### src/rtl/text_cursor_writer_if.sv
`default_nettype none
// ============================================================================
// Module      : text_cursor_writer_if
// Description : Command stream and tile-RAM write port of the cursor writer.
// Revision    : 1.0 - initial release
// ============================================================================
interface text_cursor_writer_if #(
    parameter int COLS       = 160,
    parameter int ROWS       = 45,
    parameter int CHAR_WIDTH = 8,
    parameter int ADDR_WIDTH = $clog2(COLS * ROWS)
);
    localparam int C_COL_W = $clog2(COLS);
    localparam int C_ROW_W = $clog2(ROWS);

    logic                  cmd_valid;
    logic                  cmd_ready;
    logic [2:0]            cmd_type;
    logic [CHAR_WIDTH-1:0] cmd_char;
    logic                  wr_en;
    logic [ADDR_WIDTH-1:0] wr_addr;
    logic [CHAR_WIDTH-1:0] wr_data;
    logic [C_COL_W-1:0]    cursor_col;
    logic [C_ROW_W-1:0]    cursor_row;
    logic                  busy;

    modport master (
        output cmd_valid, cmd_type, cmd_char,
        input  cmd_ready, wr_en, wr_addr, wr_data, cursor_col, cursor_row, busy
    );

    modport slave (
        input  cmd_valid, cmd_type, cmd_char,
        output cmd_ready, wr_en, wr_addr, wr_data, cursor_col, cursor_row, busy
    );
endinterface
`default_nettype wire

### src/rtl/text_cursor_writer.sv
`default_nettype none
// ============================================================================
// Module      : text_cursor_writer
// Description : Character-cell terminal writer driving display tile RAM port A.
// Revision    : 1.0 - initial release
// ============================================================================
module text_cursor_writer #(
    parameter int                    COLS       = 160,
    parameter int                    ROWS       = 45,
    parameter int                    CHAR_WIDTH = 8,
    parameter int                    ADDR_WIDTH = $clog2(COLS * ROWS),
    parameter int                    LINE_WRAP  = 1,
    parameter int                    ROW_WRAP   = 1,
    parameter logic [CHAR_WIDTH-1:0] CLEAR_CHAR = CHAR_WIDTH'(8'h20)
) (
    input  logic              clk,
    input  logic              rst_n,
    text_cursor_writer_if.slave bus
);
    localparam int C_COL_W = $clog2(COLS);
    localparam int C_ROW_W = $clog2(ROWS);

    localparam logic [C_COL_W-1:0]    C_LAST_COL  = C_COL_W'(COLS - 1);
    localparam logic [C_ROW_W-1:0]    C_LAST_ROW  = C_ROW_W'(ROWS - 1);
    localparam logic [C_COL_W-1:0]    C_COL_ONE   = C_COL_W'(1);
    localparam logic [C_ROW_W-1:0]    C_ROW_ONE   = C_ROW_W'(1);
    localparam logic [ADDR_WIDTH-1:0] C_ADDR_ONE  = ADDR_WIDTH'(1);
    localparam logic [ADDR_WIDTH-1:0] C_COLS_A    = ADDR_WIDTH'(COLS);
    localparam logic [ADDR_WIDTH-1:0] C_LAST_ADDR = ADDR_WIDTH'(COLS * ROWS - 1);

    localparam logic [2:0] C_CMD_PUT   = 3'd0;
    localparam logic [2:0] C_CMD_UP    = 3'd1;
    localparam logic [2:0] C_CMD_DOWN  = 3'd2;
    localparam logic [2:0] C_CMD_LEFT  = 3'd3;
    localparam logic [2:0] C_CMD_RIGHT = 3'd4;
    localparam logic [2:0] C_CMD_NL    = 3'd5;
    localparam logic [2:0] C_CMD_BS    = 3'd6;
    localparam logic [2:0] C_CMD_CLEAR = 3'd7;

    typedef enum logic [0:0] {
        S_IDLE  = 1'b0,
        S_CLEAR = 1'b1
    } state_t;

    state_t                r_state;
    logic                  r_ready;
    logic                  r_busy;
    logic                  r_wr_en;
    logic [ADDR_WIDTH-1:0] r_wr_addr;
    logic [CHAR_WIDTH-1:0] r_wr_data;
    logic [C_COL_W-1:0]    r_col;
    logic [C_ROW_W-1:0]    r_row;
    logic [ADDR_WIDTH-1:0] r_row_base;

    logic [ADDR_WIDTH-1:0] w_cur_addr;
    logic [C_ROW_W-1:0]    w_nl_row;
    logic [ADDR_WIDTH-1:0] w_nl_base;
    logic                  w_accept;

    // r_row_base tracks r_row*COLS so the cell address needs only an adder.
    assign w_cur_addr = r_row_base + ADDR_WIDTH'(r_col);
    assign w_accept   = bus.cmd_valid && r_ready && (r_state == S_IDLE);

    // Row reached by a line feed, shared by NEWLINE and PUT line wrap.
    always_comb begin
        w_nl_row  = r_row;
        w_nl_base = r_row_base;
        if (r_row != C_LAST_ROW) begin
            w_nl_row  = r_row + C_ROW_ONE;
            w_nl_base = r_row_base + C_COLS_A;
        end else if (ROW_WRAP != 0) begin
            w_nl_row  = '0;
            w_nl_base = '0;
        end
    end

    always_ff @(posedge clk or negedge rst_n) begin
        if (!rst_n) begin
            r_state    <= S_IDLE;
            r_ready    <= 1'b0;
            r_busy     <= 1'b0;
            r_wr_en    <= 1'b0;
            r_wr_addr  <= '0;
            r_wr_data  <= '0;
            r_col      <= '0;
            r_row      <= '0;
            r_row_base <= '0;
        end else begin
            r_wr_en <= 1'b0;
            case (r_state)
                S_IDLE: begin
                    r_ready <= 1'b1;
                    if (w_accept) begin
                        case (bus.cmd_type)
                            C_CMD_PUT: begin
                                r_wr_en   <= 1'b1;
                                r_wr_addr <= w_cur_addr;
                                r_wr_data <= bus.cmd_char;
                                if (r_col != C_LAST_COL) begin
                                    r_col <= r_col + C_COL_ONE;
                                end else if (LINE_WRAP != 0) begin
                                    r_col      <= '0;
                                    r_row      <= w_nl_row;
                                    r_row_base <= w_nl_base;
                                end
                            end
                            C_CMD_UP: begin
                                if (r_row != '0) begin
                                    r_row      <= r_row - C_ROW_ONE;
                                    r_row_base <= r_row_base - C_COLS_A;
                                end
                            end
                            C_CMD_DOWN: begin
                                if (r_row != C_LAST_ROW) begin
                                    r_row      <= r_row + C_ROW_ONE;
                                    r_row_base <= r_row_base + C_COLS_A;
                                end
                            end
                            C_CMD_LEFT: begin
                                if (r_col != '0) begin
                                    r_col <= r_col - C_COL_ONE;
                                end
                            end
                            C_CMD_RIGHT: begin
                                if (r_col != C_LAST_COL) begin
                                    r_col <= r_col + C_COL_ONE;
                                end
                            end
                            C_CMD_NL: begin
                                r_col      <= '0;
                                r_row      <= w_nl_row;
                                r_row_base <= w_nl_base;
                            end
                            C_CMD_BS: begin
                                // Both cases erase the cell linearly preceding the cursor.
                                if (r_col != '0) begin
                                    r_col     <= r_col - C_COL_ONE;
                                    r_wr_en   <= 1'b1;
                                    r_wr_addr <= w_cur_addr - C_ADDR_ONE;
                                    r_wr_data <= CLEAR_CHAR;
                                end else if (r_row != '0) begin
                                    r_col      <= C_LAST_COL;
                                    r_row      <= r_row - C_ROW_ONE;
                                    r_row_base <= r_row_base - C_COLS_A;
                                    r_wr_en    <= 1'b1;
                                    r_wr_addr  <= r_row_base - C_ADDR_ONE;
                                    r_wr_data  <= CLEAR_CHAR;
                                end
                            end
                            C_CMD_CLEAR: begin
                                r_state    <= S_CLEAR;
                                r_ready    <= 1'b0;
                                r_busy     <= 1'b1;
                                r_wr_en    <= 1'b1;
                                r_wr_addr  <= '0;
                                r_wr_data  <= CLEAR_CHAR;
                                r_col      <= '0;
                                r_row      <= '0;
                                r_row_base <= '0;
                            end
                            default: begin
                                r_state <= S_IDLE;
                            end
                        endcase
                    end
                end
                S_CLEAR: begin
                    if (r_wr_addr == C_LAST_ADDR) begin
                        r_state <= S_IDLE;
                        r_busy  <= 1'b0;
                        r_ready <= 1'b1;
                    end else begin
                        r_wr_en   <= 1'b1;
                        r_wr_addr <= r_wr_addr + C_ADDR_ONE;
                    end
                end
                default: begin
                    r_state <= S_IDLE;
                    r_busy  <= 1'b0;
                end
            endcase
        end
    end

    assign bus.cmd_ready  = r_ready;
    assign bus.busy       = r_busy;
    assign bus.wr_en      = r_wr_en;
    assign bus.wr_addr    = r_wr_addr;
    assign bus.wr_data    = r_wr_data;
    assign bus.cursor_col = r_col;
    assign bus.cursor_row = r_row;

endmodule
`default_nettype wire
### src/flat_wrapper.sv
// flat-port wrapper written by rule: the top's interface ports become plain ports
module text_cursor_writer_flat 
#(
    parameter int                    COLS       = 160,
    parameter int                    ROWS       = 45,
    parameter int                    CHAR_WIDTH = 8,
    parameter int                    ADDR_WIDTH = $clog2(COLS * ROWS),
    parameter int                    LINE_WRAP  = 1,
    parameter int                    ROW_WRAP   = 1,
    parameter logic [CHAR_WIDTH-1:0] CLEAR_CHAR = CHAR_WIDTH'(8'h20)
)
  (clk, rst_n, bus_cmd_valid, bus_cmd_type, bus_cmd_char, bus_cmd_ready, bus_wr_en, bus_wr_addr, bus_wr_data, bus_cursor_col, bus_cursor_row, bus_busy);
  text_cursor_writer_if #(.COLS(COLS), .ROWS(ROWS), .CHAR_WIDTH(CHAR_WIDTH), .ADDR_WIDTH(ADDR_WIDTH)) bus_i ();
  input  logic clk;
  input  logic rst_n;
  input wire logic [$bits(bus_i.cmd_valid)-1:0] bus_cmd_valid;
  input wire logic [$bits(bus_i.cmd_type)-1:0] bus_cmd_type;
  input wire logic [$bits(bus_i.cmd_char)-1:0] bus_cmd_char;
  output wire logic [$bits(bus_i.cmd_ready)-1:0] bus_cmd_ready;
  output wire logic [$bits(bus_i.wr_en)-1:0] bus_wr_en;
  output wire logic [$bits(bus_i.wr_addr)-1:0] bus_wr_addr;
  output wire logic [$bits(bus_i.wr_data)-1:0] bus_wr_data;
  output wire logic [$bits(bus_i.cursor_col)-1:0] bus_cursor_col;
  output wire logic [$bits(bus_i.cursor_row)-1:0] bus_cursor_row;
  output wire logic [$bits(bus_i.busy)-1:0] bus_busy;
  assign bus_i.cmd_valid = bus_cmd_valid;
  assign bus_i.cmd_type = bus_cmd_type;
  assign bus_i.cmd_char = bus_cmd_char;
  assign bus_cmd_ready = bus_i.cmd_ready;
  assign bus_wr_en = bus_i.wr_en;
  assign bus_wr_addr = bus_i.wr_addr;
  assign bus_wr_data = bus_i.wr_data;
  assign bus_cursor_col = bus_i.cursor_col;
  assign bus_cursor_row = bus_i.cursor_row;
  assign bus_busy = bus_i.busy;
  text_cursor_writer #(.COLS(COLS), .ROWS(ROWS), .CHAR_WIDTH(CHAR_WIDTH), .ADDR_WIDTH(ADDR_WIDTH), .LINE_WRAP(LINE_WRAP), .ROW_WRAP(ROW_WRAP), .CLEAR_CHAR(CLEAR_CHAR)) u_core (.clk(clk), .rst_n(rst_n), .bus(bus_i));
endmodule
### config.mk
export PLATFORM = sky130hd
export DESIGN_NAME = text_cursor_writer_flat
export DESIGN_NICKNAME = d
export VERILOG_FILES = /design/src/rtl/text_cursor_writer_if.sv /design/src/rtl/text_cursor_writer.sv /design/src/flat_wrapper.sv
export SDC_FILE = /design/constraint.sdc
export NUM_CORES = 1
export LEC_CHECK = 0
export ABC_AREA = 0
export BUFFER_PORTS_ARGS = -buffer_cell sky130_fd_sc_hd__buf_4
export CAP_MARGIN = 20
export CORE_UTILIZATION = 40
export DETAILED_ROUTE_END_ITERATION = 7
export SLEW_MARGIN = 20
export SYNTH_ARGS = -nofsm -noshare
export SYNTH_HDL_FRONTEND = slang
export SYNTH_SLANG_ARGS = --single-unit
export TNS_END_PERCENT = 100
### constraint.sdc
create_clock -name clk -period 3.1 [get_ports clk]
set_input_delay 0.62 -clock clk [delete_from_list [all_inputs] [get_ports clk]]
set_output_delay 0.62 -clock clk [all_outputs]
set_load 0.05 [all_outputs]
Word-level counts from Yosys, hierarchy flattened:

Cells that the tools add are included.

* register bits: 52
* input bits: 14

* add/sub/neg operators: 10
* equal/unequal tests: 22
* multiplexer cells: 44
* bitwise logic cells: 1
* reductions and logical operators: 15

Operators with widths (number)
* $mux W13: 9
* $pmux W13 S6: 1
* $mux W8: 7
* $pmux W8 S5: 1
* $pmux W13 S3: 1
* $pmux W6 S6: 1
* $mux W6: 5
* $pmux W13 S2: 1
* $sub A13 B1 Y13 const B: 2
* $pmux W8 S3: 1
* $add A13 B1 Y13 const B: 1
* $add A13 B8 Y13: 1
* $add A13 B8 Y13 const B: 1
* $eq A13 B13 Y1 const B: 1
* $sub A13 B8 Y13 const B: 1
* $eq A3 B3 Y1 const B: 4
* $mux W1: 12
* $reduce_and A6 Y1: 2
* $reduce_bool A6 Y1: 2
* $ne A2 B2 Y1 const B: 5
* $pmux W1 S2: 5
* $add A8 B1 Y8 const B: 1
* $ne A2 B1 Y1 const B: 4
* $ne A4 B4 Y1 const B: 2
* other kinds (17): 21

Logic depth before layout (Yosys ltp):

Gate-level depths: netlist of run 1.

* depth in word-level cells: 6
* mapped depth: 12
* depth with buffers taken out: 11

Worst setup path before layout of run 1:

OpenSTA, ideal clock, no wires.

* path type: register to register
* from: register u_core.r_col[0] (netlist: u_core.bus.cursor_col[0])
* to: register u_core.r_wr_addr[12] (netlist: u_core.bus.wr_addr[12])
* setup time: 0.082 ns
* data arrival time: 2.857 ns
* required time: 3.018 ns
* path slack: 0.161 ns
* cell stages (with the launch flop): 12
* buffers on the path: 1
* clock period less this slack: 2.939 ns
* cells stage by stage: dfrtp_1 -> clkbuf_1 -> inv_1 -> ha_1 -> nor4b_4 -> nand2_1 -> nand2_1 -> ha_1 -> o211a_2 -> o211ai_1 -> or3_1 -> a31oi_1

* cells in the longest elaborated chain, start to end: 6

Ends and longest elaborated chain
* start, declared: RTL line text_cursor_writer.sv:51 `logic [C_COL_W-1:0] r_col;`
* start signal, assigned: RTL line text_cursor_writer.sv:100 `r_col <= r_col + C_COL_ONE;`
* start signal, assigned: RTL line text_cursor_writer.sv:121 `r_col <= r_col - C_COL_ONE;`
* start signal, assigned: RTL line text_cursor_writer.sv:126 `r_col <= r_col + C_COL_ONE;`
* $add A13 B8 Y13: RTL line text_cursor_writer.sv:61 `assign w_cur_addr = r_row_base + ADDR_WIDTH'(r_col);`
* $sub A13 B1 Y13: RTL line text_cursor_writer.sv:139 `r_wr_addr <= w_cur_addr - C_ADDR_ONE;`
* $mux W13: RTL line text_cursor_writer.sv:136 `if (r_col != '0) begin`
* $pmux W13 S3: RTL line text_cursor_writer.sv:94 `case (bus.cmd_type)`
* $mux W13: RTL line text_cursor_writer.sv:93 `if (w_accept) begin`
* $pmux W13 S2: RTL line text_cursor_writer.sv:90 `case (r_state)`
* end signal, assigned: RTL line text_cursor_writer.sv:97 `r_wr_addr <= w_cur_addr;`
* end signal, assigned: RTL line text_cursor_writer.sv:139
* end signal, assigned: RTL line text_cursor_writer.sv:146 `r_wr_addr <= r_row_base - C_ADDR_ONE;`
* end, declared: RTL line text_cursor_writer.sv:49 `logic [ADDR_WIDTH-1:0] r_wr_addr;`

Several ways; a longest one is shown, not always the timed one. The select of a mux whose other input is x is not followed.
A chain may end at the register's enable or synchronous reset.

Worst setup path in the final report of run 1:

* from: register u_core.r_col[6] (netlist: u_core.bus.cursor_col[6])
* to: register u_core.r_wr_addr[12] (netlist: u_core.bus.wr_addr[12])

Same word-level chain as after synthesis.

==> results.json, run 1 <==
{
  "boundaryPins": 52,
  "numCtsBuffers": 5,
  "cap_violations": 0,
  "clock_latency_ns": 0.31,
  "finalWirelength_um": 12010,
  "ir_drop_mv": 0.1802,
  "required_ns": 3.34,
  "die_h_um": 102.4,
  "cts_tree": "yes",
  "ctsResizeCount": 0,
  "rsz0062_at_grt": "false",
  "ctsHoldBuffers": 0,
  "internal_power_mw": 0.8143,
  "post_cts_buffers": 0,
  "end_kind": "register",
  "synth-async-reset-ratio_pct": 100.0,
  "synth_edf_count": 0,
  "outcome": "finished clean",
  "areaGrowthSynthToFinish_pct": 16.30,
  "ys_seq_elements": 47,
  "synth_cell_types": 71,
  "utilization_pct": 47.95,
  "port_buffers": 51,
  "diodes": 0,
  "critPathLaunchType": "register",
  "final_cell_mix": "buf_4, nand2_1, dfrtp_1",
  "max_freq_mhz": 372.7,
  "grt_pass1_wl_um": 20090,
  "arrival_ns": 2.92,
  "ant_nets": 0,
  "nets": 585,
  "tightest_slew_ns": 0.7167,
  "final.period_utilization_pct": 86.56,
  "ys_seq_area_share_pct": 29.18,
  "clkTransAtPathRegs_ns": 0.10,
  "cts_max_level": 2,
  "num-fill-cells": 998,
  "leakage_nw": 2.011,
  "root_buffer": "clkbuf_8",
  "yosys_most_used_dff": "dfrtp_1",
  "avgSynthCellArea_um2": 7.795,
  "cts_sinks": 47,
  "seq_power_share_pct": 53.7,
  "drt_iter0_markers": 287,
  "hold_path_class": "primary input to async pin",
  "final_cells": 692,
  "row_count": 36,
  "initial_core_util_pct": 41.23,
  "vias": 4275,
  "combPwrFrac_pct": 10.6,
  "syn-cell-area_um2": 4030,
  "grt-ovfl-total": 0,
  "fin_tns_setup_ns": 0,
  "setup_viol": 0,
  "core_region_area_um2": 9774,
  "firstDrtPassIters": 5,
  "cp_max_fo": 8,
  "setup_slack_ns": 0.4166,
  "finalClockSkew_ns": 0.008810,
  "clock_path_buffers": 2,
  "placedCellCount": 684,
  "ys_warn_count": 0,
  "place_ws_ns": 0.4641,
  "die_w_um": 102.4,
  "vias_per_cell": 6.178,
  "syn_inst": 517,
  "p_sw_mw": 0.3274,
  "final_common_cell": "buf_4",
  "path_class": "register to register",
  "dp_hpwl_um": 8395,
  "routedWlPerCell_um": 17.35,
  "syn-num-nets": 544,
  "report.final.slew_viol_count": 0,
  "place.gp.congestion": 0.8590,
  "p_per_area_nw_per_um2": 243.6,
  "drc": 0,
  "layout-drive-gt1-share_pct": 17.17,
  "relSlewSlack_pct": 52.22,
  "grt_antenna_before_repair": 0,
  "hold_viol_final": 0,
  "switching_share_pct": 28.68,
  "finalCriticalPeriod_ns": 2.683,
  "grtUsageTotal_pct": 24.04,
  "grt_pass1_vias": 3914,
  "grt_max_degree": 48,
  "die_area_um2": 10480,
  "clkPwrFrac_pct": 35.8
}
-- layout make-up --
cell class                 count  area [µm²]  share of cell area (%)
timing repair buffer          74       555.5                   11.85
clock inverter                 3       23.77                  0.5072
clock buffer                   5       68.82                   1.468
multi-input combinational    416        2644                   56.41
sequential                    47        1176                   25.09
inverter                      14       52.55                   1.121
tap                          133       166.4                   3.550
-- per-stage QoR --
stage / power (mW) / area (µm²) / hold WS, ns
6_report: 1.142 / 4687 / 0.3235
5_1_grt: 1.199 / 4687 / 0.3698
4_1_cts: 1.162 / 4687 / 0.3508
3_5_place_dp: 0.7441 / 4594 / 0.4577
3_3_place_gp: 0.7432 / 4594 / 0.4518
2_1_floorplan: 0.6942 / 4030 / 0.3244
-- synthesized netlist by cell type, drive strengths merged (5+ instances only) --
master	n	share of area, %
nand3b	6	1.1
o21ai	47	5.8
a21o	5	0.93
nor3	22	2.7
and2	6	0.93
inv	14	1.3
buf	8	0.93
a31oi	18	2.8
o31ai	7	1.3
dfrtp	47	29
nand2b	5	0.78
clkbuf	32	3.0
xnor2	11	2.4
o311ai	6	1.3
nor2b	8	1.2
nor2	28	2.6
and3	8	1.3
nand3	28	3.5
ha	13	4.0
nand4	8	1.2
a21oi	31	3.9
nand2	53	4.9
or3	5	0.78
o22ai	6	0.93
a221oi	7	1.5
nor4	5	1.1
o211ai	10	1.9
a211oi	5	1.1
-- flip-flops by register name, indices dropped and copies added (netlist names) --
name,count
u_core.bus.wr_data,8
u_core.bus.cmd_ready,1
u_core.bus.cursor_row,6
u_core.bus.cursor_col,8
u_core.bus.wr_en,1
u_core.bus.wr_addr,13
u_core.r_state,1
u_core.r_row_base,8
u_core.bus.busy,1
-- final timing paths --
| check | cells past startpoint | slack, ns | start | end |
|---|---|---|---|---|
| worst min register to register | 2 | 0.48 | u_core.bus.wr_data[2] | u_core.bus.wr_data[2] |
| worst max register to register | 7 | 0.42 | u_core.bus.cursor_col[6] | u_core.bus.wr_addr[12] |
| worst min-delay path | 1 | 0.32 | rst_n | u_core.bus.wr_addr[1] |
| worst max-delay path | 7 | 0.42 | u_core.bus.cursor_col[6] | u_core.bus.wr_addr[12] |
| min in group clk | 2 | 0.48 | u_core.bus.wr_data[2] | u_core.bus.wr_data[2] |
| max in group asynchronous | 1 | 2.34 | rst_n | u_core.bus.wr_addr[11] |
-- per-layer routing --
metal	global-route usage, %	part of all wire, %
met5	0	0
met4	5.275	0.88
met3	2.873	5.5
met2	39.70	47
met1	33.66	47
-- power groups by stage --
stage / combinational, mW / sequential (mW) / clock [mW]
finish: 0.121 / 0.613 / 0.409
global route: 0.132 / 0.613 / 0.454
CTS: 0.120 / 0.613 / 0.429
detailed placement: 0.119 / 0.625 / 0
global placement: 0.119 / 0.625 / 0
floorplan: 0.0694 / 0.625 / 0
-- critical path: stages, from the launching register on --
cell and delay, ns:
dfrtp_1 0.52, ha_1 0.43, nand3_1 0.19, a22oi_1 0.54, and3_1 0.28, o211ai_1 0.12
or3_1 0.37, a31oi_1 0.16
-- cell families after synthesis --
kind of cell | after synthesis | synth area share, %
muxes | 5 | 1.366
adders and majority gates | 13 | 4.036
xor gates and xnor gates | 15 | 3.260
DFF | 47 | 29.18
and+or+nand+nor | 195 | 25.40
AOI/OAI and AO/OA | 188 | 31.54
buffers and inverters | 54 | 5.216
Power figures use the tool's default switching activity.
==> inputs of run 2 (changes only) <==
--- a/config.mk
+++ b/config.mk
@@ -6,10 +6,10 @@
 export NUM_CORES = 1
 export LEC_CHECK = 0
 export ABC_AREA = 0
-export BUFFER_PORTS_ARGS = -buffer_cell sky130_fd_sc_hd__buf_4
 export CAP_MARGIN = 20
 export CORE_UTILIZATION = 40
 export DETAILED_ROUTE_END_ITERATION = 7
+export DONT_BUFFER_PORTS = 1
 export SLEW_MARGIN = 20
 export SYNTH_ARGS = -nofsm -noshare
 export SYNTH_HDL_FRONTEND = slang
==> run 2 against run 1 <==
Against the previous run:
- non-clock buffer count shrank 26
- clock-buffer cell count unchanged
- setup slack lost 0.077 ns
- total power is 5.4% higher
- first-iteration DRC count rose by 13%
- maximum frequency fell by 2.8%
- die area unchanged
- register-to-register slack worse by 0.08 ns
- critical path type unchanged
- critical endpoint is now u_core.bus.wr_addr[11]
==> results.json, run 2 (same netlist as run 1, synthesis figures left out) <==
{
  "outcome": "finished clean",
  "cp_max_fo": 5,
  "vias": 4185,
  "final.period_utilization_pct": 89.03,
  "layout-drive-gt1-share_pct": 13.13,
  "leakage_nw": 1.907,
  "ctsResizeCount": 0,
  "drt_iter0_markers": 324,
  "areaGrowthSynthToFinish_pct": 12.45,
  "clock_path_buffers": 2,
  "grt_antenna_before_repair": 0,
  "finalClockSkew_ns": 0.009550,
  "nets": 559,
  "grtUsageTotal_pct": 24.17,
  "core_region_area_um2": 9774,
  "cts_max_level": 2,
  "clkTransAtPathRegs_ns": 0.11,
  "cts_sinks": 47,
  "die_h_um": 102.4,
  "reg2regPathDepth": 8,
  "place.gp.congestion": 0.8816,
  "largest_reg_flops": 13,
  "row_count": 36,
  "max_freq_mhz": 362.3,
  "port_buffers": 0,
  "grt_pass1_vias": 3904,
  "multi_input_area_um2": 2644,
  "report.final.slew_viol_count": 0,
  "hold_ws_ns": 0.1472,
  "ir_drop_mv": 0.1734,
  "final_cell_mix": "nand2_1, buf_4, dfrtp_1",
  "critPathLaunchType": "register",
  "cap_violations": 0,
  "arrival_ns": 2.94,
  "vias_per_cell": 6.284,
  "finalWirelength_um": 12480,
  "fin_tns_setup_ns": 0,
  "final_common_cell": "nand2_1",
  "routedWlPerCell_um": 18.73,
  "grt_max_degree": 48,
  "register_area_um2": 1176,
  "initial_core_util_pct": 41.23,
  "numCtsBuffers": 5,
  "required_ns": 3.28,
  "dp_hpwl_um": 8757,
  "finalCriticalPeriod_ns": 2.760,
  "hold_path_class": "primary input to async pin",
  "die_area_um2": 10480,
  "root_buffer": "clkbuf_8",
  "diodes": 0,
  "path_class": "register to register",
  "firstDrtPassIters": 5,
  "tightest_slew_ns": 0.7079,
  "relSlewSlack_pct": 52.80,
  "setup_viol": 0,
  "cts_tree": "yes",
  "hold_viol_final": 0,
  "ant_nets": 0,
  "end_kind": "register",
  "p_per_area_nw_per_um2": 265.6,
  "clock_latency_ns": 0.32,
  "boundaryPins": 52,
  "grt-ovfl-total": 0,
  "drc": 0,
  "die_w_um": 102.4,
  "rsz0062_at_grt": "false",
  "num-fill-cells": 991,
  "grt_pass1_wl_um": 19890
}
-- run 2: cell types whose count changed in the layout (fill, tap and decap cells not counted), sizes merged --
cell and delta:
clkinvlp -2, inv -1, clkinv +2, bufinv +1, buf -26
-- run 2: critical path: stages, from the launching register on --
cell and delay (ns):
dfrtp_1 0.40, inv_1 0.14, ha_1 0.21, or4b_1 0.46, or4_1 0.41, a211o_1 0.35, a2111oi_0 0.41, nand3b_1 0.18
a21oi_2 0.06
-- run 2: per-stage QoR --
step / cell area, µm² / power, mW / utilization (%) / instances / worst slack (ns)
after global placement: 4392 / 0.7053 / 44.93 / 657 / 0.5621
after detailed placement: 4392 / 0.7074 / 44.93 / 657 / 0.4214
after global routing: 4532 / 1.241 / 46.36 / 666 / 0.2090
after floorplan: 4030 / 0.6942 / - / 517 / 0.1606
after CTS: 4532 / 1.209 / 46.36 / 666 / 0.3995
final: 4532 / 1.204 / 46.36 / 666 / 0.3400
-- run 2: report_power, final --
group	switching (mW)	leakage (nW)	internal, mW
sequential	0	0.595	0.613
combinational	0.0674	1.25	0.0336
clock	0.249	0.0581	0.241
-- run 2: cell type report --
class	count	share of cell area, %
multi-input cells	416	58.34
inverters	14	1.160
well taps	133	3.672
repair buffers	48	8.393
clock inverters	3	0.9663
clock buffers	5	1.518
flip-flops and latches	47	25.95
-- run 2: repair_timing --
action	CTS	global route
buffers inserted	0	0
endpoints found under the hold margin	47	0
setup endpoints to repair	0	0
hold buffers	1	0
-- run 2: layer usage --
layer,up-vias,GRT usage (%),share of wire (%)
met2,160,39.86,46
met5,-,0,0
met3,20,3.830,6.1
li1,2014,-,-
met1,1991,32.65,46
met4,0,6.813,1.9
-- run 2: final timing paths --
check,startpoint,slack [ns],to
max in group asynchronous,rst_n,2.73,u_core.r_row_base[11]
worst min register to register,u_core.r_row_base[12],0.56,u_core.r_row_base[12]
min in group clk,bus_cmd_char[7],0.42,u_core.bus.wr_data[7]
worst max register to register,u_core.bus.cursor_col[0],0.34,u_core.bus.wr_addr[11]
worst min-delay path,rst_n,0.15,u_core.r_row_base[5]
worst max-delay path,u_core.bus.cursor_col[0],0.34,u_core.bus.wr_addr[11]
